--- config.mk ---
export PLATFORM = sky130hd
export DESIGN_NAME = pot_paddle_filter_flat
export DESIGN_NICKNAME = d
export VERILOG_FILES = /design/src/rtl/pot_paddle_filter_if.sv /design/src/rtl/pot_paddle_filter.sv /design/src/flat_wrapper.sv
export SDC_FILE = /design/constraint.sdc
export NUM_CORES = 1
export LEC_CHECK = 0
export BUFFER_PORTS_ARGS = -buffer_cell sky130_fd_sc_hd__buf_2
export CELL_PAD_IN_SITES_DETAIL_PLACEMENT = 2
export CELL_PAD_IN_SITES_GLOBAL_PLACEMENT = 2
export CORE_UTILIZATION = 40
export CTS_BUF_LIST = sky130_fd_sc_hd__clkbuf_16
export CTS_CLUSTER_DIAMETER = 30
export CTS_CLUSTER_SIZE = 8
export DETAILED_ROUTE_END_ITERATION = 12
export PLACE_DENSITY = 0.75
export RECOVER_POWER = 100
export SYNTH_ARGS = -nofsm -noshare
export SYNTH_HDL_FRONTEND = slang
export SYNTH_SLANG_ARGS = --single-unit
--- constraint.sdc ---
create_clock -name sys_clk -period 6.25 [get_ports sys_clk]
set_clock_uncertainty 0.1 [all_clocks]
set_input_delay 0.625 -clock sys_clk [delete_from_list [all_inputs] [get_ports sys_clk]]
set_output_delay 0.625 -clock sys_clk [all_outputs]
set_load 0.005 [all_outputs]
--- src/rtl/pot_paddle_filter_if.sv ---
// Paddle filter interface.
// Purpose : bundles the potentiometer sample / frame strobe inputs and the
//           filtered reading / paddle position outputs of pot_paddle_filter.
// Signals : value      raw 8-bit potentiometer reading
//           frame_tick single-cycle pulse per video frame
//           filt_value averaged, deadbanded reading
//           paddle_y   paddle top coordinate
//           moved      one-cycle pulse when paddle_y changed
// Modports: master drives value/frame_tick, slave (the filter) drives results.
interface pot_paddle_filter_if;
  logic [7:0] value;
  logic       frame_tick;
  logic [7:0] filt_value;
  logic [9:0] paddle_y;
  logic       moved;

  modport master (output value, frame_tick, input filt_value, paddle_y, moved);
  modport slave  (input value, frame_tick, output filt_value, paddle_y, moved);
endinterface

--- src/rtl/pot_paddle_filter.sv ---
// Potentiometer paddle filter.
// Purpose : decimates the raw pot reading, runs a 2^AVG_LOG2-deep moving
//           average, applies a deadband, scales to 0..Y_RANGE-1 and steps
//           the paddle toward that target by at most MAX_STEP per frame.
// Ports   : sys_clk  system clock
//           reset    asynchronous, active-low reset
//           pif      pot_paddle_filter_if.slave (value, frame_tick in;
//                    filt_value, paddle_y, moved out)
module pot_paddle_filter #(
  parameter int SAMPLE_DIV = 100000,
  parameter int AVG_LOG2   = 3,
  parameter int DEADBAND   = 2,
  parameter int Y_RANGE    = 400,
  parameter int MAX_STEP   = 4
) (
  input  logic                 sys_clk,
  input  logic                 reset,
  pot_paddle_filter_if.slave   pif
);
  localparam int DEPTH = 1 << AVG_LOG2;
  localparam int CW    = (SAMPLE_DIV > 2) ? $clog2(SAMPLE_DIV) : 1;
  localparam int SW    = 8 + AVG_LOG2;
  // Steps larger than the coordinate range behave like an unlimited step.
  localparam logic [9:0] STEP = (MAX_STEP > 1023) ? 10'd1023 : 10'(MAX_STEP);

  logic [CW-1:0]               cnt_q;
  logic [DEPTH-1:0][7:0]       smp_q;
  logic [AVG_LOG2-1:0]         wp_q;
  logic [SW-1:0]               sum_q, sum_d;
  logic                        tick_d1_q;
  logic [7:0]                  filt_q;
  logic [9:0]                  target_q, target_d;
  logic [9:0]                  paddle_q, paddle_d;
  logic                        moved_q;

  logic                        tick;
  logic [7:0]                  avg;
  logic [8:0]                  diff9, mag9;
  logic                        filt_upd;
  logic [17:0]                 prod;
  logic [9:0]                  up_gap, dn_gap;

  assign tick  = (cnt_q == CW'(SAMPLE_DIV - 1));
  // Replace the oldest sample in the running sum; the sum never exceeds
  // DEPTH*255 so SW bits always suffice.
  assign sum_d = sum_q + SW'(pif.value) - SW'(smp_q[wp_q]);
  assign avg   = 8'(sum_q >> AVG_LOG2);

  // Unsigned magnitude of avg - filt at 9 bits.
  assign diff9    = {1'b0, avg} - {1'b0, filt_q};
  assign mag9     = diff9[8] ? (~diff9 + 9'd1) : diff9;
  assign filt_upd = tick_d1_q && (mag9 >= 9'(DEADBAND));

  assign prod     = 18'(filt_q) * 18'(Y_RANGE);
  assign target_d = prod[17:8];

  // Step toward the target; min() against the gap keeps us from overshooting.
  assign up_gap = target_q - paddle_q;
  assign dn_gap = paddle_q - target_q;
  always_comb begin
    paddle_d = paddle_q;
    if (pif.frame_tick) begin
      if (target_q > paddle_q)
        paddle_d = paddle_q + ((up_gap > STEP) ? STEP : up_gap);
      else if (target_q < paddle_q)
        paddle_d = paddle_q - ((dn_gap > STEP) ? STEP : dn_gap);
    end
  end

  always_ff @(posedge sys_clk or negedge reset) begin
    if (!reset) begin
      cnt_q     <= '0;
      smp_q     <= '0;
      wp_q      <= '0;
      sum_q     <= '0;
      tick_d1_q <= 1'b0;
      filt_q    <= '0;
      target_q  <= '0;
      paddle_q  <= '0;
      moved_q   <= 1'b0;
    end else begin
      cnt_q     <= tick ? '0 : cnt_q + CW'(1);
      tick_d1_q <= tick;
      if (tick) begin
        sum_q       <= sum_d;
        smp_q[wp_q] <= pif.value;
        wp_q        <= wp_q + AVG_LOG2'(1);   // depth is a power of two
      end
      if (filt_upd) filt_q <= avg;
      target_q  <= target_d;
      paddle_q  <= paddle_d;
      moved_q   <= (paddle_d != paddle_q);
    end
  end

  assign pif.filt_value = filt_q;
  assign pif.paddle_y   = paddle_q;
  assign pif.moved      = moved_q;
endmodule

--- src/flat_wrapper.sv ---
// flat-port wrapper written by rule: the top's interface ports become plain ports
module pot_paddle_filter_flat 
#(
  parameter int SAMPLE_DIV = 100000,
  parameter int AVG_LOG2   = 3,
  parameter int DEADBAND   = 2,
  parameter int Y_RANGE    = 400,
  parameter int MAX_STEP   = 4
)
  (sys_clk, reset, pif_value, pif_frame_tick, pif_filt_value, pif_paddle_y, pif_moved);
  pot_paddle_filter_if pif_i ();
  input  logic sys_clk;
  input  logic reset;
  input wire logic [$bits(pif_i.value)-1:0] pif_value;
  input wire logic [$bits(pif_i.frame_tick)-1:0] pif_frame_tick;
  output wire logic [$bits(pif_i.filt_value)-1:0] pif_filt_value;
  output wire logic [$bits(pif_i.paddle_y)-1:0] pif_paddle_y;
  output wire logic [$bits(pif_i.moved)-1:0] pif_moved;
  assign pif_i.value = pif_value;
  assign pif_i.frame_tick = pif_frame_tick;
  assign pif_filt_value = pif_i.filt_value;
  assign pif_paddle_y = pif_i.paddle_y;
  assign pif_moved = pif_i.moved;
  pot_paddle_filter #(.SAMPLE_DIV(SAMPLE_DIV), .AVG_LOG2(AVG_LOG2), .DEADBAND(DEADBAND), .Y_RANGE(Y_RANGE), .MAX_STEP(MAX_STEP)) u_core (.sys_clk(sys_clk), .reset(reset), .pif(pif_i));
endmodule
==> reports/qor.yml, run 1 <==
run_status:
  status: "complete, but fails checks"
  violations: "max-capacitance violations, max-slew violations"
clocking:
  tritoncts: "built"
  clockBufferDepth: 2
  cts_htree_levels: 4
  numClockSinks: 124
  ctsRootBufferMaster: "sky130_fd_sc_hd__clkbuf_16"
  worst_skew_pair.late_latency_ns: 0.43
  cts-hold-fix-buffers: 0
  clk_pin_slew_worst_paths_ns: 0.06
  cts_buffers: 17
timing:
  setup_tns_ns: 0
  relSlewSlack_pct: -151
  finalSetupViolCount: 0
  layout_min_cycle_time_ns: 5.80
  worst-slew-pin-transition_ns: 3.76
  hold-worst-slack_ns: 0.371
  final.period_utilization_pct: 92.9
  grt_setup_unrepaired: "false"
  max_freq_ghz: 0.172
  timing_max_transition_violations_final: 172
  timing.final.ws_setup_ns: 0.446
  hold_viol: 0
critical_path:
  regToRegSetupSlack_ns: 0.45
  critical_path.reg2reg.startpoint: "u_core.pif.paddle_y[0]"
  critical_path.startpoint_type: "register"
  path_class: "reg -> reg"
  worst_ep_required_time_ns: 6.45
  critical_path.endpoint_type: "register"
  reg2reg_depth: 21
  crit_fanout: 7
  arrival_ns: 6.00
  r2r-end: "u_core.pif.moved"
global_route:
  antenna_violations_before_repair: 0
  pin_count_of_the_biggest_net_entering_global_routing: 67
  overflow: 0
  grt_pass1_wl_mm: 45.0
  gr-usage-all-layers_pct: 25.0
  via_count_of_the_first_global_routing_pass: 7936
layout:
  final_area_mm2: 0.0103
  num_antenna_cells: 0
  final_net_count: 1066
  layout-drive-gt1-share_pct: 15.8
  fillerInstances: 2411
  area.sequential_mm2: 0.00310
  post_layout_nonfiller_instances: 1252
  multi_input_comb_area_mm2: 0.00562
  layout-area-overhead-vs-synth_pct: 10.9
  finalCoreUtilization_pct: 45.3
place:
  detailed_place_hpwl_mm: 20.3
  gpl.final_weighted_congestion: 0.831
  dp_slack_ns: 0.409
  place.port_buffers: 29
  detailed_place.area_mm2: 0.00977
  numPlacedInstances: 1221
power:
  total_leakage_power_nw: 5.12
  seqPwrFrac_pct: 27.2
  power_density_mw_per_mm2: 312
  total_power_mw: 3.20
  share_comb_of_total_power_pct: 39.4
  p_sw_share_pct: 37.8
  power.switching_mw: 1.21
  power.share.clock_pct: 33.5
  irDropWorstVdd_v: 0.000187
  internal_power_mw: 1.99
logic_synthesis:
  synth_seq_area_share_pct: 33.5
  yosys_most_used_dff: "sky130_fd_sc_hd__dfrtp_1"
  synthesis.area_mm2: 0.00925
  synth_edf_count: 0
  async_flop_share_pct: 100
  syn-instance-count: 909
  synth.avg_cell_area_um2: 10.2
  yosys_register_bits: 124
  synth-warning-count: 0
  synth_cell_type_count: 84
worst_hold_path:
  worstHoldPathType: "reg -> reg"
  worst_hold_path.endpoint: "u_core.cnt_q[4]"
  min_delay_path_depth: 1
  hold_path_startpoint: "u_core.cnt_q[4]"
route:
  wirelength_mm: 28.1
  route.detailed.drc: 0
  dr.first_iter.drc_count: 253
  route.vias.total: 7031
  ant_nets: 0
  via_per_inst: 5.62
  wl_per_cell_um: 22.4
  firstDrtPassIters: 4
floorplan:
  fp-row-count: 55
  core_region_area_mm2: 0.0226
  fp.dieArea_mm2: 0.0237
  top_level_ports: 30
  initial_cell_density_of_the_core_pct: 40.9
  die_outline_width_um: 154
  chipHeight_um: 154
run:
  max-cap-violations: 7
## cell families (layout without fill, tap and decap cells)
kind of cell             after synthesis  after routing  synth area share [%]
flip-flops                           124            124                  33.5
multiplexers                         102            102                  14.3
AO/OA/AOI/OAI                        184            184                  13.5
AND/OR/NAND/NOR                      216            216                  12.5
XOR/XNOR                              60             60                  5.91
adder cells (fa/ha/maj)              100            100                  14.8
buffers and inverters                121            169                  5.31
other                                  2             12                0.0812
## registers in the layout (all words and copies together) (netlist names)
| signal | cells |
|---|---|
| u_core.pif.paddle_y | 10 |
| u_core.tick_d1_q | 1 |
| u_core.sum_q | 11 |
| u_core.wp_q | 3 |
| u_core.target_q | 9 |
| u_core.cnt_q | 17 |
| u_core.pif.filt_value | 8 |
| u_core.smp_q | 64 |
| u_core.pif.moved | 1 |
## what timing repair did
action                                  4_1_cts  5_1_grt
gates resized for setup                       0        2
endpoints found under the setup margin        0        1
setup buffers                                 0        0
## critical path: stages (launching register included)
cell,delay [ns]
sky130_fd_sc_hd__dfrtp_1,0.46
sky130_fd_sc_hd__inv_1,0.14
sky130_fd_sc_hd__ha_1,0.25
sky130_fd_sc_hd__fa_1,0.44
sky130_fd_sc_hd__nand2b_1,0.21
sky130_fd_sc_hd__a21o_1,0.23
sky130_fd_sc_hd__o221a_2,0.31
sky130_fd_sc_hd__xor2_1,0.25
sky130_fd_sc_hd__and4bb_2,0.34
sky130_fd_sc_hd__nor2b_1,0.27
sky130_fd_sc_hd__nand2b_1,0.15
sky130_fd_sc_hd__fa_1,0.45
sky130_fd_sc_hd__a21oi_1,0.26
sky130_fd_sc_hd__o2111ai_1,0.26
sky130_fd_sc_hd__nor2_1,0.15
sky130_fd_sc_hd__o21bai_1,0.11
sky130_fd_sc_hd__xnor2_2,0.22
sky130_fd_sc_hd__xnor2_1,0.11
sky130_fd_sc_hd__nor3_1,0.20
sky130_fd_sc_hd__a2bb2o_1,0.34
sky130_fd_sc_hd__o31ai_1,0.31
sky130_fd_sc_hd__nand4_1,0.12
## worst max-delay path by stage
stage / start / to / slack, ns / cells past startpoint
after floorplan: u_core.pif.paddle_y[1] / u_core.pif.moved / 1.58 / 20
after global placement: u_core.pif.paddle_y[1] / u_core.pif.moved / 0.50 / 20
after detailed placement: u_core.pif.paddle_y[1] / u_core.pif.moved / 0.41 / 20
after CTS: u_core.pif.paddle_y[1] / u_core.pif.moved / 0.26 / 20
after global routing: u_core.pif.paddle_y[0] / u_core.pif.moved / 0.008 / 21
final: u_core.pif.paddle_y[0] / u_core.pif.moved / 0.45 / 21
## cell usage after synthesis, types with 4 or more instances
cell	instances	area share (%)
sky130_fd_sc_hd__xor2_1	19	1.8
sky130_fd_sc_hd__o21bai_1	10	0.81
sky130_fd_sc_hd__inv_1	93	3.8
sky130_fd_sc_hd__mux2_2	73	8.9
sky130_fd_sc_hd__a211oi_1	7	0.57
sky130_fd_sc_hd__a22oi_1	6	0.49
sky130_fd_sc_hd__xnor2_1	39	3.7
sky130_fd_sc_hd__a211o_1	4	0.38
sky130_fd_sc_hd__nor2b_1	6	0.41
sky130_fd_sc_hd__nand4_1	13	0.88
sky130_fd_sc_hd__clkbuf_1	12	0.49
sky130_fd_sc_hd__nand2_1	48	1.9
sky130_fd_sc_hd__ha_1	84	11
sky130_fd_sc_hd__and3_1	5	0.34
sky130_fd_sc_hd__o21a_1	7	0.57
sky130_fd_sc_hd__a21o_1	18	1.5
sky130_fd_sc_hd__nand3_1	17	0.92
sky130_fd_sc_hd__o31ai_1	5	0.41
sky130_fd_sc_hd__o21ai_1	7	0.38
sky130_fd_sc_hd__nor3_1	19	1.0
sky130_fd_sc_hd__fa_1	16	3.5
sky130_fd_sc_hd__dfrtp_1	124	34
sky130_fd_sc_hd__buf_4	4	0.32
sky130_fd_sc_hd__nor2_1	60	2.4
sky130_fd_sc_hd__a31oi_1	4	0.27
sky130_fd_sc_hd__buf_2	6	0.32
sky130_fd_sc_hd__o21ai_0	32	1.7
sky130_fd_sc_hd__mux2i_1	11	1.2
sky130_fd_sc_hd__a22o_1	4	0.38
sky130_fd_sc_hd__nand2b_1	10	0.68
sky130_fd_sc_hd__mux4_2	16	3.9
sky130_fd_sc_hd__a21oi_1	41	2.2
## power groups by stage
stage	logic (mW)	registers, mW	clock network [mW]
global placement	1.23	0.880	0
finish	1.26	0.869	1.07
floorplan	0.884	0.887	0
CTS	1.27	0.870	1.09
detailed placement	1.25	0.885	0
global route	1.38	0.874	1.12
## metal layers
layer	routed length [µm]	GRT usage [%]	vias up
met5	0	0	-
met4	565	8.76	0
met3	495	3.13	34
met2	15300	47.2	65
met1	11800	28.9	3632
li1	-	-	3300
## cell type report
type / count / share of cell area [%]
Clock buffer: 17 / 4.15
Clock inverter: 14 / 1.89
Inverter: 94 / 3.44
Multi-Input combinational cell: 674 / 54.8
Sequential cell: 124 / 30.3
Tap cell: 285 / 3.48
Timing Repair Buffer: 44 / 2.04
## placed cells by master, fill, tap and decap left out, types with 8 or more instances in the layout
master / count
sky130_fd_sc_hd__nand2_1: 48
sky130_fd_sc_hd__nand4_1: 13
sky130_fd_sc_hd__inv_1: 95
sky130_fd_sc_hd__buf_2: 19
sky130_fd_sc_hd__o21ai_0: 35
sky130_fd_sc_hd__mux2i_1: 11
sky130_fd_sc_hd__xor2_1: 20
sky130_fd_sc_hd__o21bai_1: 10
sky130_fd_sc_hd__a21oi_1: 42
sky130_fd_sc_hd__clkbuf_1: 19
sky130_fd_sc_hd__mux2_1: 8
sky130_fd_sc_hd__xnor2_1: 38
sky130_fd_sc_hd__a211oi_1: 8
sky130_fd_sc_hd__mux2_2: 65
sky130_fd_sc_hd__conb_1: 12
sky130_fd_sc_hd__nand2b_1: 10
sky130_fd_sc_hd__dfrtp_1: 123
sky130_fd_sc_hd__nand3_1: 17
sky130_fd_sc_hd__clkbuf_16: 17
sky130_fd_sc_hd__nor2_1: 60
sky130_fd_sc_hd__ha_1: 84
sky130_fd_sc_hd__nor3_1: 21
sky130_fd_sc_hd__fa_1: 16
sky130_fd_sc_hd__mux4_2: 16
sky130_fd_sc_hd__a21o_1: 18
Note: power is estimated with default switching activity, not from simulation.
==> run 2: changes to the inputs <==
--- a/config.mk
+++ b/config.mk
@@ -8,12 +8,12 @@
 export BUFFER_PORTS_ARGS = -buffer_cell sky130_fd_sc_hd__buf_2
 export CELL_PAD_IN_SITES_DETAIL_PLACEMENT = 2
 export CELL_PAD_IN_SITES_GLOBAL_PLACEMENT = 2
-export CORE_UTILIZATION = 40
+export CORE_UTILIZATION = 42
 export CTS_BUF_LIST = sky130_fd_sc_hd__clkbuf_16
 export CTS_CLUSTER_DIAMETER = 30
 export CTS_CLUSTER_SIZE = 8
 export DETAILED_ROUTE_END_ITERATION = 12
-export PLACE_DENSITY = 0.75
+export PLACE_DENSITY = 0.78
 export RECOVER_POWER = 100
 export SYNTH_ARGS = -nofsm -noshare
 export SYNTH_HDL_FRONTEND = slang
==> reports/qor.yml, run 2 (synthesis results as in run 1) <==
run_status:
  status: "complete, but fails checks"
  violations: "max-capacitance violations, max-slew violations"
route:
  via_per_inst: 5.80
  ant_nets: 0
  wl_per_cell_um: 23.0
  dr.first_iter.drc_count: 264
  route.vias.total: 7185
  wirelength_mm: 28.6
  route.detailed.drc: 0
  firstDrtPassIters: 4
timing:
  hold_viol: 0
  worst-slew-pin-transition_ns: 3.74
  setup_tns_ns: 0
  timing_max_transition_violations_final: 181
  relSlewSlack_pct: -150
  finalSetupViolCount: 0
  layout_min_cycle_time_ns: 5.72
  final.period_utilization_pct: 91.5
  max_freq_ghz: 0.175
  grt_setup_unrepaired: "false"
power:
  seqPwrFrac_pct: 27.1
  power_density_mw_per_mm2: 312
  share_comb_of_total_power_pct: 40.8
  irDropWorstVdd_v: 0.000194
  power.share.clock_pct: 32.1
  internal_power_mw: 1.92
  power.switching_mw: 1.26
  total_power_mw: 3.18
  p_sw_share_pct: 39.6
  total_leakage_power_nw: 5.10
clocking:
  worst_skew_pair.late_latency_ns: 0.43
  clk_pin_slew_worst_paths_ns: 0.07
  ctsRootBufferMaster: "sky130_fd_sc_hd__clkbuf_16"
  cts_htree_levels: 4
  cts-hold-fix-buffers: 0
  cts_buffers: 17
  cts_post_setup_buffers_inserted: 0
  post_cts_resized: 0
  clockBufferDepth: 2
  tritoncts: "built"
  numClockSinks: 124
floorplan:
  chipHeight_um: 150
  core_region_area_mm2: 0.0213
  initial_cell_density_of_the_core_pct: 43.5
  die_outline_width_um: 150
  top_level_ports: 30
  fp.dieArea_mm2: 0.0226
  fp-row-count: 53
place:
  place.port_buffers: 29
  detailed_place_hpwl_mm: 21.2
  gpl.final_weighted_congestion: 0.866
  numPlacedInstances: 1207
critical_path:
  path_class: "reg -> reg"
  critical_path.cell_chain: "inv_1, fa_1, nand2b_1, a21o_1, o221a_2, xor2_1, and4bb_2, nor2b_1, nand2b_1, fa_1, a21oi_1, o2111ai_1, nor2_1, o21bai_1, xnor2_1, xnor2_1, nor3_1, a2bb2o_1, o31ai_1, nand4_1"
  crit_buf_inv: 1
  critical_path.endpoint_type: "register"
  cpPeakStageDelay_ns: 0.60
  crit_fanout: 9
  regToRegSetupSlack_ns: 0.53
  kind_of_cell_adding_the_most_delay_to_the_critical_path: "compound AO/OA/AOI/OAI gates"
  critical_path_s_slowest_cell: "sky130_fd_sc_hd__dfrtp_1"
  critical_path.startpoint_type: "register"
  worst_ep_required_time_ns: 6.45
  arrival_ns: 5.92
layout:
  final_net_count: 1062
  most_common_library_cell_in_the_layout_ignoring_fill_and_taps: "sky130_fd_sc_hd__dfrtp_1"
  num_antenna_cells: 0
  max_reg_flops: 64
  largest_register: "u_core.smp_q"
  post_layout_nonfiller_instances: 1239
  layout-area-overhead-vs-synth_pct: 10.3
  layout-drive-gt1-share_pct: 14.9
  reg_top3: "u_core.smp_q x64, u_core.cnt_q x17, u_core.sum_q x11"
  highest_count_cells_in_the_layout_ignoring_fill_and_taps: "sky130_fd_sc_hd__dfrtp_1, sky130_fd_sc_hd__inv_1, sky130_fd_sc_hd__ha_1"
run:
  max-cap-violations: 8
global_route:
  pin_count_of_the_biggest_net_entering_global_routing: 68
  overflow: 0
  global_route.usage.met2_pct: 51.0
  grt_pass1_wl_mm: 46.1
  via_count_of_the_first_global_routing_pass: 8252
  use_met1_pct: 31.6
  groute.layer.met3.usage_pct: 3.06
  grt_busiest_layer: "met2"
  gr-usage-all-layers_pct: 27.2
  antenna_violations_before_repair: 0
worst_hold_path:
  worstHoldPathType: "reg -> reg"
## run 2: changes by cell type in the layout (fill, tap and decap cells not counted), moves of 3 or more
| cell | previous run | this run |
|---|---|---|
| sky130_fd_sc_hd__inv_8 | 0 | 3 |
| sky130_fd_sc_hd__mux2_2 | 65 | 60 |
| sky130_fd_sc_hd__buf_2 | 19 | 16 |
| sky130_fd_sc_hd__clkinvlp_4 | 3 | 0 |
| sky130_fd_sc_hd__mux2_1 | 8 | 13 |
## run 2: final cells by class
type,instances,area (µm²)
fill,2241,11100
tap,275,344
inverter,94,353
timing repair buffer,40,183
clock inverter,15,176
multi-input combinational,674,5620
sequential,124,3100
clock buffer,17,425
## run 2: through the flow
stage	util, %	hold WS [ns]	worst slack (ns)	instance area, µm²
floorplan	-	0.229	1.58	9290
global placement	45.7	0.362	0.765	9720
detailed placement	45.7	0.391	0.606	9720
CTS	48.5	0.225	0.572	10300
global route	48.0	0.419	0.177	10200
finish	48.0	0.395	0.532	10200
## run 2: worst paths after layout
kind	from	to	depth (start not counted)
setup / recovery	u_core.pif.paddle_y[1]	u_core.pif.moved	20
hold / removal	u_core.cnt_q[0]	u_core.cnt_q[0]	1
setup reg to reg	u_core.pif.paddle_y[1]	u_core.pif.moved	20
hold reg to reg	u_core.cnt_q[0]	u_core.cnt_q[0]	1
max in group asynchronous	reset	u_core.sum_q[5]	2
min in group asynchronous	reset	u_core.pif.paddle_y[1]	1
## run 2: power by group through the flow
stage               clock network [mW]  logic [mW]  registers (mW)
floorplan                            0       0.884           0.887
CTS                               1.04        1.30           0.861
global placement                     0        1.24           0.876
finish                            1.02        1.30           0.861
global route                      1.07        1.41           0.866
detailed placement                   0        1.29           0.877
## run 2: routing by layer
layer	vias up	wire [µm]	share of wire, %
met5	-	0	0
met4	0	739	2.6
met3	37	419	1.5
met2	78	15600	55
met1	3783	11800	41
li1	3287	-	-
==> run 3: changes to the inputs <==
--- a/config.mk
+++ b/config.mk
@@ -6,14 +6,13 @@
 export NUM_CORES = 1
 export LEC_CHECK = 0
 export BUFFER_PORTS_ARGS = -buffer_cell sky130_fd_sc_hd__buf_2
-export CELL_PAD_IN_SITES_DETAIL_PLACEMENT = 2
-export CELL_PAD_IN_SITES_GLOBAL_PLACEMENT = 2
-export CORE_UTILIZATION = 42
+export CAP_MARGIN = 20
+export CORE_UTILIZATION = 60
 export CTS_BUF_LIST = sky130_fd_sc_hd__clkbuf_16
 export CTS_CLUSTER_DIAMETER = 30
 export CTS_CLUSTER_SIZE = 8
 export DETAILED_ROUTE_END_ITERATION = 12
-export PLACE_DENSITY = 0.78
+export PLACE_DENSITY = 0.74
 export RECOVER_POWER = 100
 export SYNTH_ARGS = -nofsm -noshare
 export SYNTH_HDL_FRONTEND = slang
==> reports/qor.yml, run 3 (synthesis results as in run 1) <==
route:
  met2WireLength_mm: 10.1
  route.vias.total: 6896
  wl_per_cell_um: 18.1
  via_per_inst: 6.00
  route.layer.met1.wl_mm: 9.29
  met3RoutedLength_um: 946
  route.detailed.drc: 0
  firstDrtPassIters: 6
  wirelength_mm: 20.8
  dr.first_iter.drc_count: 638
  top_signal_layer_used: "met4"
  ant_nets: 0
power:
  total_power_mw: 3.06
  total_leakage_power_nw: 5.07
  power_density_mw_per_mm2: 304
  irDropWorstVdd_v: 0.000244
floorplan:
  fp-row-count: 45
  die_outline_width_um: 126
  top_level_ports: 30
  fp.dieArea_mm2: 0.0159
  core_region_area_mm2: 0.0151
  chipHeight_um: 126
  initial_cell_density_of_the_core_pct: 61.1
global_route:
  overflow: 0
  via_count_of_the_first_global_routing_pass: 6845
  pin_count_of_the_biggest_net_entering_global_routing: 79
  antenna_violations_before_repair: 0
  gr-usage-all-layers_pct: 28.4
  grt_pass1_wl_mm: 35.2
timing:
  max_freq_ghz: 0.172
  final.period_utilization_pct: 93.0
  hold_viol: 0
  setup_tns_ns: 0
  timing.final.ws_setup_ns: 0.435
  relSlewSlack_pct: -87.3
  finalSetupViolCount: 0
  grt_setup_unrepaired: "false"
  timing_max_transition_violations_final: 82
  worst-slew-pin-transition_ns: 2.81
  layout_min_cycle_time_ns: 5.81
clocking:
  cts_buffers: 17
  worst_skew_pair.late_latency_ns: 0.42
  clk_pin_slew_worst_paths_ns: 0.06
  cts-hold-fix-buffers: 0
  clockBufferDepth: 2
  post_cts_resized: 0
  ctsRootBufferMaster: "sky130_fd_sc_hd__clkbuf_16"
  cts_post_setup_buffers_inserted: 0
  tritoncts: "built"
  cts_htree_levels: 4
  numClockSinks: 124
layout:
  layout-area-overhead-vs-synth_pct: 8.87
  most_common_library_cell_in_the_layout_ignoring_fill_and_taps: "sky130_fd_sc_hd__dfrtp_1"
  final_net_count: 1060
  reg_top3: "u_core.smp_q x64, u_core.cnt_q x17, u_core.sum_q x11"
  fillerInstances: 1238
  num_antenna_cells: 0
  finalCoreUtilization_pct: 66.5
  layout-drive-gt1-share_pct: 16.1
  highest_count_cells_in_the_layout_ignoring_fill_and_taps: "sky130_fd_sc_hd__dfrtp_1, sky130_fd_sc_hd__inv_1, sky130_fd_sc_hd__ha_1"
  max_reg_flops: 64
  largest_register: "u_core.smp_q"
  final_area_mm2: 0.0101
place:
  gpl.final_weighted_congestion: 0.916
  detailed_place.area_mm2: 0.00959
  dp_slack_ns: 0.645
  detailed_place_hpwl_mm: 14.9
  place.port_buffers: 29
critical_path:
  cpPeakStageDelay_ns: 0.64
  critical_path.endpoint_type: "register"
  kind_of_cell_adding_the_most_delay_to_the_critical_path: "compound AO/OA/AOI/OAI gates"
  crit_buf_inv: 1
  worst_ep_required_time_ns: 6.44
  critical_path_s_slowest_cell: "sky130_fd_sc_hd__dfrtp_1"
  path_class: "reg -> reg"
  critical_path.startpoint_type: "register"
  critical_path.cell_chain: "inv_1, fa_1, nand2b_1, a21o_1, o221a_2, xor2_1, and4bb_2, nor2b_1, nand2b_1, fa_1, a21oi_1, o2111ai_1, nor2_1, o21bai_1, xnor2_1, xnor2_1, nor3_1, a2bb2o_1, o31ai_1, nand4_1"
  arrival_ns: 6.00
  crit_fanout: 9
run_status:
  status: "complete, but fails checks"
  violations: "max-capacitance violations, max-slew violations"
worst_hold_path:
  worstHoldPathType: "reg -> reg"
run:
  max-cap-violations: 5
==> run 3: path summary, 6_finish.rpt <==
path	start	endpoint	slack, ns	depth (start not counted)
max	u_core.pif.paddle_y[1]	u_core.pif.moved	0.44	20
min	u_core.cnt_q[4]	u_core.cnt_q[4]	0.38	1
max reg2reg	u_core.pif.paddle_y[1]	u_core.pif.moved	0.44	20
min reg2reg	u_core.cnt_q[4]	u_core.cnt_q[4]	0.38	1
max in group asynchronous	reset	u_core.smp_q[9]	1.63	3
min in group asynchronous	reset	u_core.target_q[8]	0.41	1
==> run 3: cell type report <==
| cell class | count | area [µm²] | area share (%) |
|---|---|---|---|
| flip-flops and latches | 124 | 3100 | 30.8 |
| multi-input cells | 674 | 5610 | 55.7 |
| well taps | 188 | 235 | 2.34 |
| clock buffers | 17 | 425 | 4.22 |
| repair buffers | 38 | 173 | 1.71 |
| inverters | 94 | 353 | 3.50 |
| clock inverters | 15 | 178 | 1.76 |
==> run 3: stage by stage <==
step / hold slack [ns] / instances
after floorplan: 0.229 / 919
final: 0.375 / 1150
after detailed placement: 0.364 / 1117
after CTS: 0.305 / 1149
after global placement: 0.360 / 1117
after global routing: 0.399 / 1150
==> run 3: layer usage <==
| metal | GRT usage, % | up-vias |
|---|---|---|
| met1 | 37.5 | 3373 |
| met5 | 0 | - |
| met2 | 47.3 | 195 |
| met3 | 5.23 | 32 |
| met4 | 9.14 | 0 |
| li1 | - | 3296 |
==> run 3: power breakdown <==
group | internal, mW | switching [mW] | leakage [nW]
combinational | 0.477 | 0.681 | 3.14
sequential | 0.830 | 0.0620 | 1.64
clock | 0.601 | 0.407 | 0.287
